===== config.mk =====
export PLATFORM = sky130hd
export DESIGN_NAME = fetch_queue
export DESIGN_NICKNAME = d
export VERILOG_FILES = /design/src/rtl/fetch_queue.sv
export SDC_FILE = /design/constraint.sdc
export NUM_CORES = 1
export LEC_CHECK = 0
export BUFFER_PORTS_ARGS = -buffer_cell sky130_fd_sc_hd__buf_2
export CORE_MARGIN = 2
export CORE_UTILIZATION = 35
export CTS_BUF_LIST = sky130_fd_sc_hd__clkbuf_16
export DETAILED_ROUTE_END_ITERATION = 6
export GPL_ROUTABILITY_DRIVEN = 0
export PLACE_DENSITY_LB_ADDON = 0.15
export SYNTH_ARGS = -nofsm -noshare
export SYNTH_HDL_FRONTEND = slang
export SYNTH_SLANG_ARGS = --single-unit
export TNS_END_PERCENT = 20

===== constraint.sdc =====
create_clock -name clk_i -period 18.1 [get_ports clk_i]
set_input_delay 3.62 -clock clk_i [delete_from_list [all_inputs] [get_ports clk_i]]
set_output_delay 3.62 -clock clk_i [all_outputs]
set_load 0.005 [all_outputs]

===== src/rtl/fetch_queue.sv =====
// rtl/fetch_queue.sv - show-ahead instruction queue between fetch and decode
//
// Ports:
//   clk_i        rising-edge clock
//   reset_i      synchronous active-high reset (beats kill, enqueue, dequeue)
//   kill_i       flush: empties the queue on the next edge, same-cycle traffic ignored
//   enq_valid_i  fetch presents {enq_pc_i, enq_inst_i}
//   enq_ready_o  queue can accept an entry this cycle (not full)
//   stall_IF_o   back-pressure to fetch, the inverse of enq_ready_o
//   deq_valid_o  head entry is valid; deq_pc_o / deq_inst_o show it (0 when empty)
//   deq_ready_i  decode consumes the head entry
//   count_o      current occupancy, 0..DEPTH

module fetch_queue #(
    parameter int DEPTH    = 4,
    parameter int ADDR_LEN = 32,
    parameter int INSN_LEN = 32
) (
    input  logic                      clk_i,
    input  logic                      reset_i,
    input  logic                      kill_i,

    input  logic                      enq_valid_i,
    input  logic [ADDR_LEN-1:0]       enq_pc_i,
    input  logic [INSN_LEN-1:0]       enq_inst_i,
    output logic                      enq_ready_o,
    output logic                      stall_IF_o,

    output logic                      deq_valid_o,
    output logic [ADDR_LEN-1:0]       deq_pc_o,
    output logic [INSN_LEN-1:0]       deq_inst_o,
    input  logic                      deq_ready_i,

    output logic [$clog2(DEPTH):0]    count_o
);

    localparam int PTR_W = $clog2(DEPTH);
    localparam int CNT_W = PTR_W + 1;

    localparam logic [CNT_W-1:0] CNT_FULL = CNT_W'(DEPTH);
    localparam logic [CNT_W-1:0] CNT_ONE  = CNT_W'(1);
    localparam logic [PTR_W-1:0] PTR_ONE  = PTR_W'(1);

    // ------------------------------------------------------------------
    // State
    // ------------------------------------------------------------------
    logic [PTR_W-1:0]    head_q, head_d;
    logic [PTR_W-1:0]    tail_q, tail_d;
    logic [CNT_W-1:0]    count_q, count_d;

    logic [ADDR_LEN-1:0] pc_mem_q   [DEPTH];
    logic [INSN_LEN-1:0] inst_mem_q [DEPTH];

    // ------------------------------------------------------------------
    // Handshake decode
    // ------------------------------------------------------------------
    logic not_full;
    logic not_empty;
    logic enq_fire;
    logic deq_fire;

    // Both flags come only from the registered count, so a dequeue in the
    // same cycle never opens a slot for a full queue until the next edge.
    assign not_full  = (count_q != CNT_FULL);
    assign not_empty = (count_q != '0);

    assign enq_fire = enq_valid_i && not_full  && !kill_i;
    assign deq_fire = not_empty   && deq_ready_i && !kill_i;

    // ------------------------------------------------------------------
    // Next-state logic
    // ------------------------------------------------------------------
    // DEPTH is a power of two, so the pointers wrap naturally at PTR_W bits.
    always_comb begin
        head_d  = head_q;
        tail_d  = tail_q;
        count_d = count_q;

        if (kill_i) begin
            head_d  = '0;
            tail_d  = '0;
            count_d = '0;
        end else begin
            if (enq_fire) begin
                tail_d = tail_q + PTR_ONE;
            end
            if (deq_fire) begin
                head_d = head_q + PTR_ONE;
            end
            case ({enq_fire, deq_fire})
                2'b10:   count_d = count_q + CNT_ONE;
                2'b01:   count_d = count_q - CNT_ONE;
                default: count_d = count_q;
            endcase
        end
    end

    // ------------------------------------------------------------------
    // Pointer / count registers
    // ------------------------------------------------------------------
    always_ff @(posedge clk_i) begin
        if (reset_i) begin
            head_q  <= '0;
            tail_q  <= '0;
            count_q <= '0;
        end else begin
            head_q  <= head_d;
            tail_q  <= tail_d;
            count_q <= count_d;
        end
    end

    // ------------------------------------------------------------------
    // Storage: no reset, contents only matter between head and tail.
    // A kill or reset only moves the pointers; stale data stays behind.
    // ------------------------------------------------------------------
    always_ff @(posedge clk_i) begin
        if (!reset_i && enq_fire) begin
            pc_mem_q[tail_q]   <= enq_pc_i;
            inst_mem_q[tail_q] <= enq_inst_i;
        end
    end

    // ------------------------------------------------------------------
    // Outputs
    // ------------------------------------------------------------------
    assign enq_ready_o = not_full;
    assign stall_IF_o  = !not_full;
    assign deq_valid_o = not_empty;
    assign count_o     = count_q;

    // Head data is read straight from storage (show-ahead) but forced to
    // zero when empty so decode never sees a stale entry.
    assign deq_pc_o   = not_empty ? pc_mem_q[head_q]   : '0;
    assign deq_inst_o = not_empty ? inst_mem_q[head_q] : '0;

endmodule

==> impl_results.md, run 1 <==
- DP HPWL: approximately 12000 um
- Area of the multi-input gates: between 2000 and 2500 sq um
- Fill cell count: roughly 2.6k
- Pins Over Slew Limit: 0
- Clock power frac: roughly 44%
- Core footprint: 28700 sq um
- Initial antenna violation count: 2
- Net count, final: a little under 700
- Max Fanout on Critical Path: 40
- Largest net degree at the start of global routing: 65
- Part of the Yosys area used for sequential elements: approximately three quarters
- RSZ-0062 raised after global routing: false
- First-pass GRT wire length: between 30000 and 40000 um
- Initial drt markers: 256
- Area contributors post-synth: edfxtp_1, mux4_2, and2_1
- Min Tclk post-route: about 6.6 ns
- Post-synth cell types: 26
- Setup TNS: 0 ns
- Busiest layer in global routing: met2
- Die area: 30600 sq um
- Leak: roughly 4.2 nW
- Hold crit path type: flop to flop
- Mux contribution to synthesized area: around 14%
- # setup viols final: 0
- Worst VDD drop: between 0.05 and 0.06 mV
- M2 GR Usage: 24.9%
- Share of layout cells above drive strength 1: between 40% and 50%
- WS Path Type: flop to output pin
- R2R cell count: 4
- Most common cell after layout, fill and taps aside: edfxtp_1
- Syn_area_per_cell: between 20 and 25 sq um
- Overall routing resource usage: between 10% and 20%
- M1 GR Usage: about 17%
- Post-Route Skew: approximately 0.0094 ns
- Number of core rows: between 60 and 70
- Worst Path Required: ~14 ns
- Vias in the first global route: between 5k and 6k
- Netlist Area Pre-Place: ~10000 sq um
- Vias post-DR: 4866
- Synth Area in Compound Gates: 0.306%
- Worst-Skew Late Latency: 0.53 ns
- Met3 GRT Util: ~2.5%
- DR WL/cell: 20.6 um
- Top cell type by total area after synthesis: edfxtp_1
- Simple-gate share of the synthesized area: about 5%
- Flops & latches, synth: ~270
- Fin crit share: between 30% and 40%
- Antenna-violating nets left: 0
- Main combinational cell family by area after synthesis: multiplexers
- CP Capture Type: output pin
- Synth Warn #: 0
- Clock-pin slew on the worst setup and hold paths: 0.06 ns
- Slew HR: between 30% and 40%
- Combinational power share: approximately 3%
- Root buf cell: clkbuf_16
- Sequential fraction of design power: a little over half
- Worst-Margin Slew: about 1.0 ns
- CTS H-tree lvls: 1
- Die Height: 175 um
- Initial Utilization: 35.6%
- Cells after synthesis: 459
- Max Root-Sink Buffers: 3
- Hold Crit Depth: 2
- Post-CTS Setup Bufs: 0
- Vias/cell: 4.78
- Power Density: between 100 and 150 nW/um^2
- Peak Freq: roughly 150 MHz
- Area Overhead vs Synth: 19.3%
- Total power: 0.00128 W
- First-pass DRT Iterations: 4
- # clock sinks: around 270
- Endpoints failing hold: 0
- Net Switching: about 0.00025 W
- DRC Markers: 0
- Switching share of power: about a fifth
- Internal power: 0.00103 W
- CTS-repair resized insts: 0
- Adder-cell share of the synthesized area: 0.808%
- Sequential cell area: around 7900 sq um
- Status: finished clean
- Port Buffers: between 100 and 150
- Hold_buf cts: 0
- Die X: between 150 and 200 um
- IO Pins: roughly 140
- Max-cap violations: 0
- Share of Yosys cell area claimed by the top area cell type: between 70 and 80%
- Syn Nets: 534
- Grt total ovfl: 0
- Final wirelength: between 20000 and 25000 um
- Worst EP arrival: about 3.0 ns
- CTS Buf Count: 28
- Critical Path Source Type: flop
- CTS tree: built
- Post-synthesis xor/xnor area fraction: 0.343%
- Most frequent cells in the layout: edfxtp_1, buf_2, and2_1
cell families (layout without fill, tap and decap cells):
kind of cell,count (synthesis),count (layout)
flip-flops,265,265
multiplexers,66,66
AO/OA/AOI/OAI,5,5
AND/OR/NAND/NOR,85,85
other,0,1
XOR/XNOR,4,4
buffers and inverters,28,202
adder cells (fa/ha/maj),6,6
through the flow:
step	hold slack (ns)	worst slack [ns]	utilization, %	std cells	cell area (sq um)
finish	0.529	11.46	42.5	1018	12200
global route	0.541	11.14	42.5	1017	12200
CTS	0.523	11.27	42.5	1017	12200
detailed placement	0.515	11.84	39.3	965	11300
global placement	0.481	11.87	39.3	965	11300
floorplan	0.471	8.88	-	459	10200
layout make-up:
type / count / share of cell area [%]
flip-flops and latches: 265 / 64.6
multi-input cells: 166 / 17.7
repair buffers: 144 / 6.03
clock buffers: 29 / 5.95
well taps: 384 / 3.94
clock inverters: 23 / 1.60
inverters: 6 / 0.185
diodes: 1 / 0.0205
routing by layer:
metal,vias to the layer above,share of wire [%]
met5,-,0
met3,31,4.2
met1,2555,41
met4,0,1.8
met2,117,53
li1,2163,-
worst max-delay path, stage by stage (launching register included):
cell and delay, ns:
dfxtp_4 0.70, buf_4 0.76, mux4_1 0.65, and2_1 0.18, buf_2 0.13
Yosys cell counts:
cell type,n
fa_1,1
buf_6,1
o31ai_1,1
buf_12,6
nand3b_2,1
ha_1,5
edfxtp_1,256
xor2_1,4
dfxtp_1,9
clkbuf_1,8
nor2_1,8
mux4_2,60
inv_1,6
o21ai_0,1
or3b_2,1
or2_2,1
a21oi_1,2
nor3b_1,4
o311ai_0,1
or3_1,2
mux4_1,4
and2_1,64
clkbuf_2,1
nand2_1,4
buf_2,6
mux2i_1,2
power groups by stage:
stage / Combinational, W / Sequential, W / Clock, W
CTS: 0.0000396 / 0.000680 / 0.000577
detailed placement: 0.0000394 / 0.000693 / 0
floorplan: 0.0000168 / 0.000693 / 0
global placement: 0.0000376 / 0.000693 / 0
finish: 0.0000383 / 0.000680 / 0.000558
global route: 0.0000426 / 0.000680 / 0.000599
flip-flops by register name, indices dropped and copies added (netlist names), named ones only:
register and count:
pc_mem_q 128, tail_q 2, count_o 3, head_q 2
inst_mem_q 128
final timing paths:
path,from,endpoint,slack [ns]
setup / recovery,flop,deq_pc_o[0],11.46
hold / removal,tail_q[0],tail_q[0],0.53
setup reg to reg,count_o[0],inst_mem_q[1][9],15.13
hold reg to reg,tail_q[0],tail_q[0],0.53
No activity file was read; power rests on OpenSTA's default activity.
==> run 2: changes to the inputs <==
Clock period 18.1 ns to 6.79 ns, I/O delays scaled along.
==> run 2 against run 1 <==
- register-to-register slack got worse by 11 ns
- critical endpoint is now deq_pc_o[3]
- total power grew to 2.7 times the previous value
- clock skew grew 0.0032 ns
- sequential share of layout area shrank 0.13 points
- largest power group unchanged
- critical path type unchanged
- sequential power rose to 2.7 times the previous value
- wire length decreased by 2.0%
- clock power rose to 2.7 times the previous value
- flip-flop and latch count unchanged
- global-route usage shrank 0.32 points
==> impl_results.md, run 2 (synthesis gave the netlist of run 1 again) <==
- Status: finished clean
- Hold Crit Depth: 2
- Initial antenna violation count: 3
- Endpoints failing hold: 0
- # setup viols final: 0
- Hold crit path type: flop to flop
- Critical Path Source Type: flop
- DRC Markers: 0
- Post-CTS Setup Bufs: 0
- Slew HR: around 25%
- Final instance area: roughly 12000 sq um
- WS Path Type: flop to output pin
- First-pass GRT wire length: 31400 um
- Worst EP arrival: 2.96 ns
- Core footprint: 28700 sq um
- Worst-Margin Slew: approximately 1.1 ns
- Largest delay share family, worst path: flip-flops
- Flop-to-flop setup slack: ~3.9 ns
- Antenna-violating nets left: 0
- DR WL/cell: slightly above 20 um
- CP Depth: 4
- CP Capture Type: output pin
- Worst VDD drop: approximately 0.17 mV
- Vias post-DR: 4886
- Worst Hold End: tail_q[0]
- Worst Path Required: about 5.4 ns
- DP HPWL: 11600 um
- Fill cell count: roughly 2.6k
- Die Height: roughly 170 um
- Net count, final: between 600 and 700
- # clock sinks: around 270
- Most common cell after layout, fill and taps aside: edfxtp_1
- Vias/cell: between 4 and 5
- Dpl ws: approximately 2.9 ns
- Placed Instance Area: approximately 11000 sq um
- Die area: a little over 30000 sq um
- Min-delay src: tail_q[0]
- Min Tclk post-route: 4.32 ns
- RSZ-0062 raised after global routing: false
- Grt total ovfl: 0
- Post-Route Skew: around 0.013 ns
- CTS H-tree lvls: 1
- Initial drt markers: 279
- Final WS setup: about 2.5 ns
- Buf+Inv Stages, Crit Path: 2
- Total power: roughly 0.0034 W
- Max-cap violations: 0
- Number of core rows: between 60 and 70
- Die X: ~170 um
- Worst path max stage delay: a little over 0.9 ns
- First-pass DRT Iterations: 4
- Largest net degree at the start of global routing: 65
- Critical R2R Launch: count_o[1]
- Overall routing resource usage: between 10% and 20%
- CTS-repair resized insts: 0
- Final wirelength: around 21000 um
- Reg2reg end: inst_mem_q[1][5]
- Worst-Skew Late Latency: between 0.5 and 0.6 ns
- Max Fanout on Critical Path: 41
- Pins Over Slew Limit: 0
- Power Density: ~280 nW/um^2
- Crit-path cells: buf_4, mux4_2, and2_1, buf_2
- Max Root-Sink Buffers: 3
- CTS tree: built
- Initial Utilization: about 36%
- Peak Freq: ~230 MHz
- Share of layout cells above drive strength 1: between 40% and 50%
- Fin crit share: 63.6%
- Vias in the first global route: 5426
- Area Overhead vs Synth: 19.5%
- Port Buffers: between 100 and 150
- Clock-pin slew on the worst setup and hold paths: 0.06 ns
- Root buf cell: clkbuf_16
- Slowest CP cell: dfxtp_4
- Most frequent cells in the layout: edfxtp_1, buf_2, and2_1
- Leak: between 4 and 5 nW
- R2R cell count: 4
- CTS Buf Count: 28
- Hold_buf cts: 0
- Post-layout util: a little over two fifths
- IO Pins: 139
## run 2: changes by cell type in the layout (fill, tap and decap cells not counted), sizes merged
cell | before | now
buf | 144 | 146
bufinv | 3 | 4
clkinv | 13 | 11
clkinvlp | 4 | 0
inv | 9 | 13
## run 2: worst max path at each step
stage / startpoint / to / slack, ns
2_1_floorplan: kill_i / inst_mem_q[1][0] / -0.17
3_3_place_gp: flop / deq_pc_o[1] / 2.88
3_5_place_dp: kill_i / inst_mem_q[1][5] / 2.85
4_1_cts: flop / deq_pc_o[1] / 2.31
5_1_grt: flop / deq_pc_o[3] / 2.18
6_report: flop / deq_pc_o[3] / 2.47
## run 2: where the power goes
part	internal [W]	switching [W]	leakage, nW
registers	0.00181	0.00000577	2.39
logic	0.0000458	0.0000546	1.34
clock network	0.000920	0.000588	0.482
## run 2: per-stage QoR
stage                     instances  hold WS [ns]  setup TNS, ns
after floorplan                 459         0.471         -42.95
after global placement          967         0.482              0
after detailed placement        967         0.505              0
after CTS                      1018         0.518              0
after global routing           1019         0.558              0
final                          1019         0.521              0
## run 2: final cells by class
class | count | area, sq um | share of cell area [%]
clock buffer | 29 | 726 | 5.94
inverter | 6 | 22.5 | 0.184
timing repair buffer | 146 | 751 | 6.14
multi-input combinational | 166 | 2160 | 17.7
clock inverter | 22 | 204 | 1.67
sequential | 265 | 7880 | 64.4
tap | 384 | 480 | 3.93
antenna | 1 | 2.50 | 0.0205
## run 2: worst reg2reg max path: stages (launching register included)
cell      delay (ns)
dfxtp_1         0.44
or3b_2          0.22
nand3b_2        0.24
nor3b_2         0.98
buf_4           0.61
## run 2: layer usage
metal  track usage, %  share of wire (%)  vias to the layer above
met4             3.99                2.0                        4
li1                 -                  -                     2172
met3             2.83                5.2                       34
met2             23.4                 51                      115
met1             17.2                 41                     2561
met5                0               0.10                        -
==> run 3: changes to the inputs <==
Settings changed: ABC_AREA set to 1.
Clock period 6.79 ns to 4.44 ns, I/O delays scaled along.
==> run 3 against run 2 <==
- register-to-register slack got worse by 1.5 ns
- critical path depth is 1 higher
- clock power increased by 50%
- via count grew 32%
- total power up 52%
- flip-flop and latch count did not move
- worst setup slack worse by 1.4 ns
- cell area up 1.4%
==> impl_results.md, run 3 <==
- Part of the Yosys area used for sequential elements: approximately 75%
- Net count, final: ~1.0k
- Endpoints failing hold: 0
- Netlist Area Pre-Place: roughly 10000 sq um
- Vias post-DR: between 6k and 7k
- Clock-pin slew on the worst setup and hold paths: about 0.06 ns
- Post-CTS Setup Bufs: 0
- Max Root-Sink Buffers: 3
- Area Overhead vs Synth: 18.9%
- Most common cell after layout, fill and taps aside: nor2_1
- Worst VDD drop: roughly 0.22 mV
- Initial Utilization: between 30% and 40%
- Fin crit share: about three quarters
- First-pass DRT Iterations: 4
- CTS Buf Count: 28
- Flop-to-flop setup slack: between 2 and 2.5 ns
- Pins Over Slew Limit: 0
- Final wirelength: roughly 23000 um
- Hold_buf cts: 0
- M1 GR Usage: between 15 and 20%
- R2R cell count: 6
- Hold crit path type: flop to flop
- Final instance area: 12400 sq um
- Post-synth cell types: 18
- Synth cell count leaders: nor2_1, edfxtp_1, o21ai_0
- DR WL/cell: between 15 and 20 um
- Vias/cell: between 4 and 5
- Die Height: about 180 um
- Most frequent cells in the layout: nor2_1, edfxtp_1, buf_2
- DP HPWL: 11500 um
- Number of core rows: 63
- Share of Yosys cell area claimed by the top area cell type: between 70 and 80%
- Antenna-violating nets left: 0
- Die area: 31200 sq um
- Vias in the first global route: between 6k and 7k
- Synth Warn #: 0
- Grt total ovfl: 0
- Worst Path Required: 3.55 ns
- Top cell type by total area after synthesis: edfxtp_1
- Status: finished clean
- # setup viols final: 0
- Syn Nets: 905
- RSZ-0062 raised after global routing: false
- Port Buffers: 138
- CTS-repair resized insts: 0
- Slew HR: between 30 and 40%
- Placed Instance Area: 11500 sq um
- Critical Path Source Type: flop
- Post-Route Skew: about 0.012 ns
- Max Fanout on Critical Path: 70
- Leak: roughly 4.5 nW
- Root buf cell: clkbuf_16
- Post-synth EDFFs: about 260
- CTS H-tree lvls: 1
- Asr flop ratio synth: 0%
- Hold Crit Depth: 2
- First-pass GRT wire length: 34800 um
- Min Tclk post-route: ~3.3 ns
- CTS tree: built
- Area contributors post-synth: edfxtp_1, nor2_1, o21ai_0
- M2 GR Usage: a little under a quarter
- Initial drt markers: around 360
- Most frequent cell after synthesis: nor2_1
- Worst EP arrival: 2.45 ns
- Share of layout cells above drive strength 1: 19.9%
- Die X: 177 um
- Largest net degree at the start of global routing: 71
- Met3 GRT Util: under 10%
- # clock sinks: between 200 and 300
- IO Pins: between 100 and 150
- Flops & latches, synth: around 270
- DRC Markers: 0
- CP Capture Type: output pin
- Worst-Skew Late Latency: between 0.5 and 0.6 ns
- Syn_area_per_cell: between 10 and 15 sq um
- Initial antenna violation count: 3
- Cells after synthesis: 830
- Max-cap violations: 0
- Total power: between 0.005 and 0.006 W
- WS Path Type: flop to output pin
- Worst-Margin Slew: ~0.91 ns
- Overall routing resource usage: ~15%
- Core footprint: approximately 30000 sq um
- Busiest layer in global routing: met2
- Post-layout util: a little over two fifths
- Power Density: between 400 and 500 nW/um^2
- Peak Freq: about 300 MHz
- Main synth FF type: edfxtp_1
==> run 3: cell types whose count changed after synthesis, sizes merged, moves of 5 or more <==
cell	delta
nor2	+261
o21ai	+128
a21oi	+67
and2	-64
mux4	-64
buf	+21
inv	+16
nand2	+13
nand3	+5
==> run 3: path summary, 6_finish.rpt <==
path                           end        from
setup / recovery     deq_inst_o[7]        flop
hold / removal          count_o[0]  count_o[0]
setup reg to reg  inst_mem_q[1][9]  count_o[1]
hold reg to reg         count_o[0]  count_o[0]
==> run 3: logic make-up after synthesis <==
logic type | Yosys count | synth area share [%]
fa+ha+maj | 6 | 0.792
flops | 265 | 75.5
simple gates | 292 | 10.6
compound gates | 198 | 9.50
buf+inv | 69 | 3.65
==> run 3: power by group <==
| group | internal (W) | switching (W) | total, W |
|---|---|---|---|
| combinational | 0.0000646 | 0.000117 | 0.000182 |
| clock | 0.00135 | 0.000907 | 0.00226 |
| sequential | 0.00276 | 0.00000747 | 0.00277 |
| total | 0.00418 | 0.00103 | 0.00521 |
==> run 3: cell type report <==
class | count | area, sq um
tap | 390 | 488
clock inverter | 23 | 178
fill | 2822 | 17100
sequential | 265 | 7870
clock buffer | 29 | 726
multi-input combinational | 496 | 2210
timing repair buffer | 148 | 828
antenna | 2 | 5.00
inverter | 22 | 86.3
==> run 3: per-layer routing <==
layer  vias to the layer above  part of all wire, %  routed length, um
li1                       3184                    -                  -
met1                      3081                   47              10600
met2                       132                   47              10600
met3                        30                  4.9               1120
met4                         4                  1.7                386
met5                         -                 0.12                 27
==> run 3: worst max-delay path, stage by stage (launching register included) <==
cell and delay (ns):
dfxtp_4 0.80, clkinv_2 0.13, buf_4 0.36, o21ai_0 0.29
a21oi_1 0.12, buf_2 0.18
==> run 3: per-stage QoR <==
stage,worst slack [ns],instances,hold WS [ns],setup TNS [ns]
floorplan,-0.149,830,0.464,-38.04
global route,0.919,1373,0.542,0
finish,1.11,1375,0.505,0
detailed placement,1.62,1321,0.496,0
global placement,1.66,1321,0.484,0
CTS,1.05,1373,0.508,0
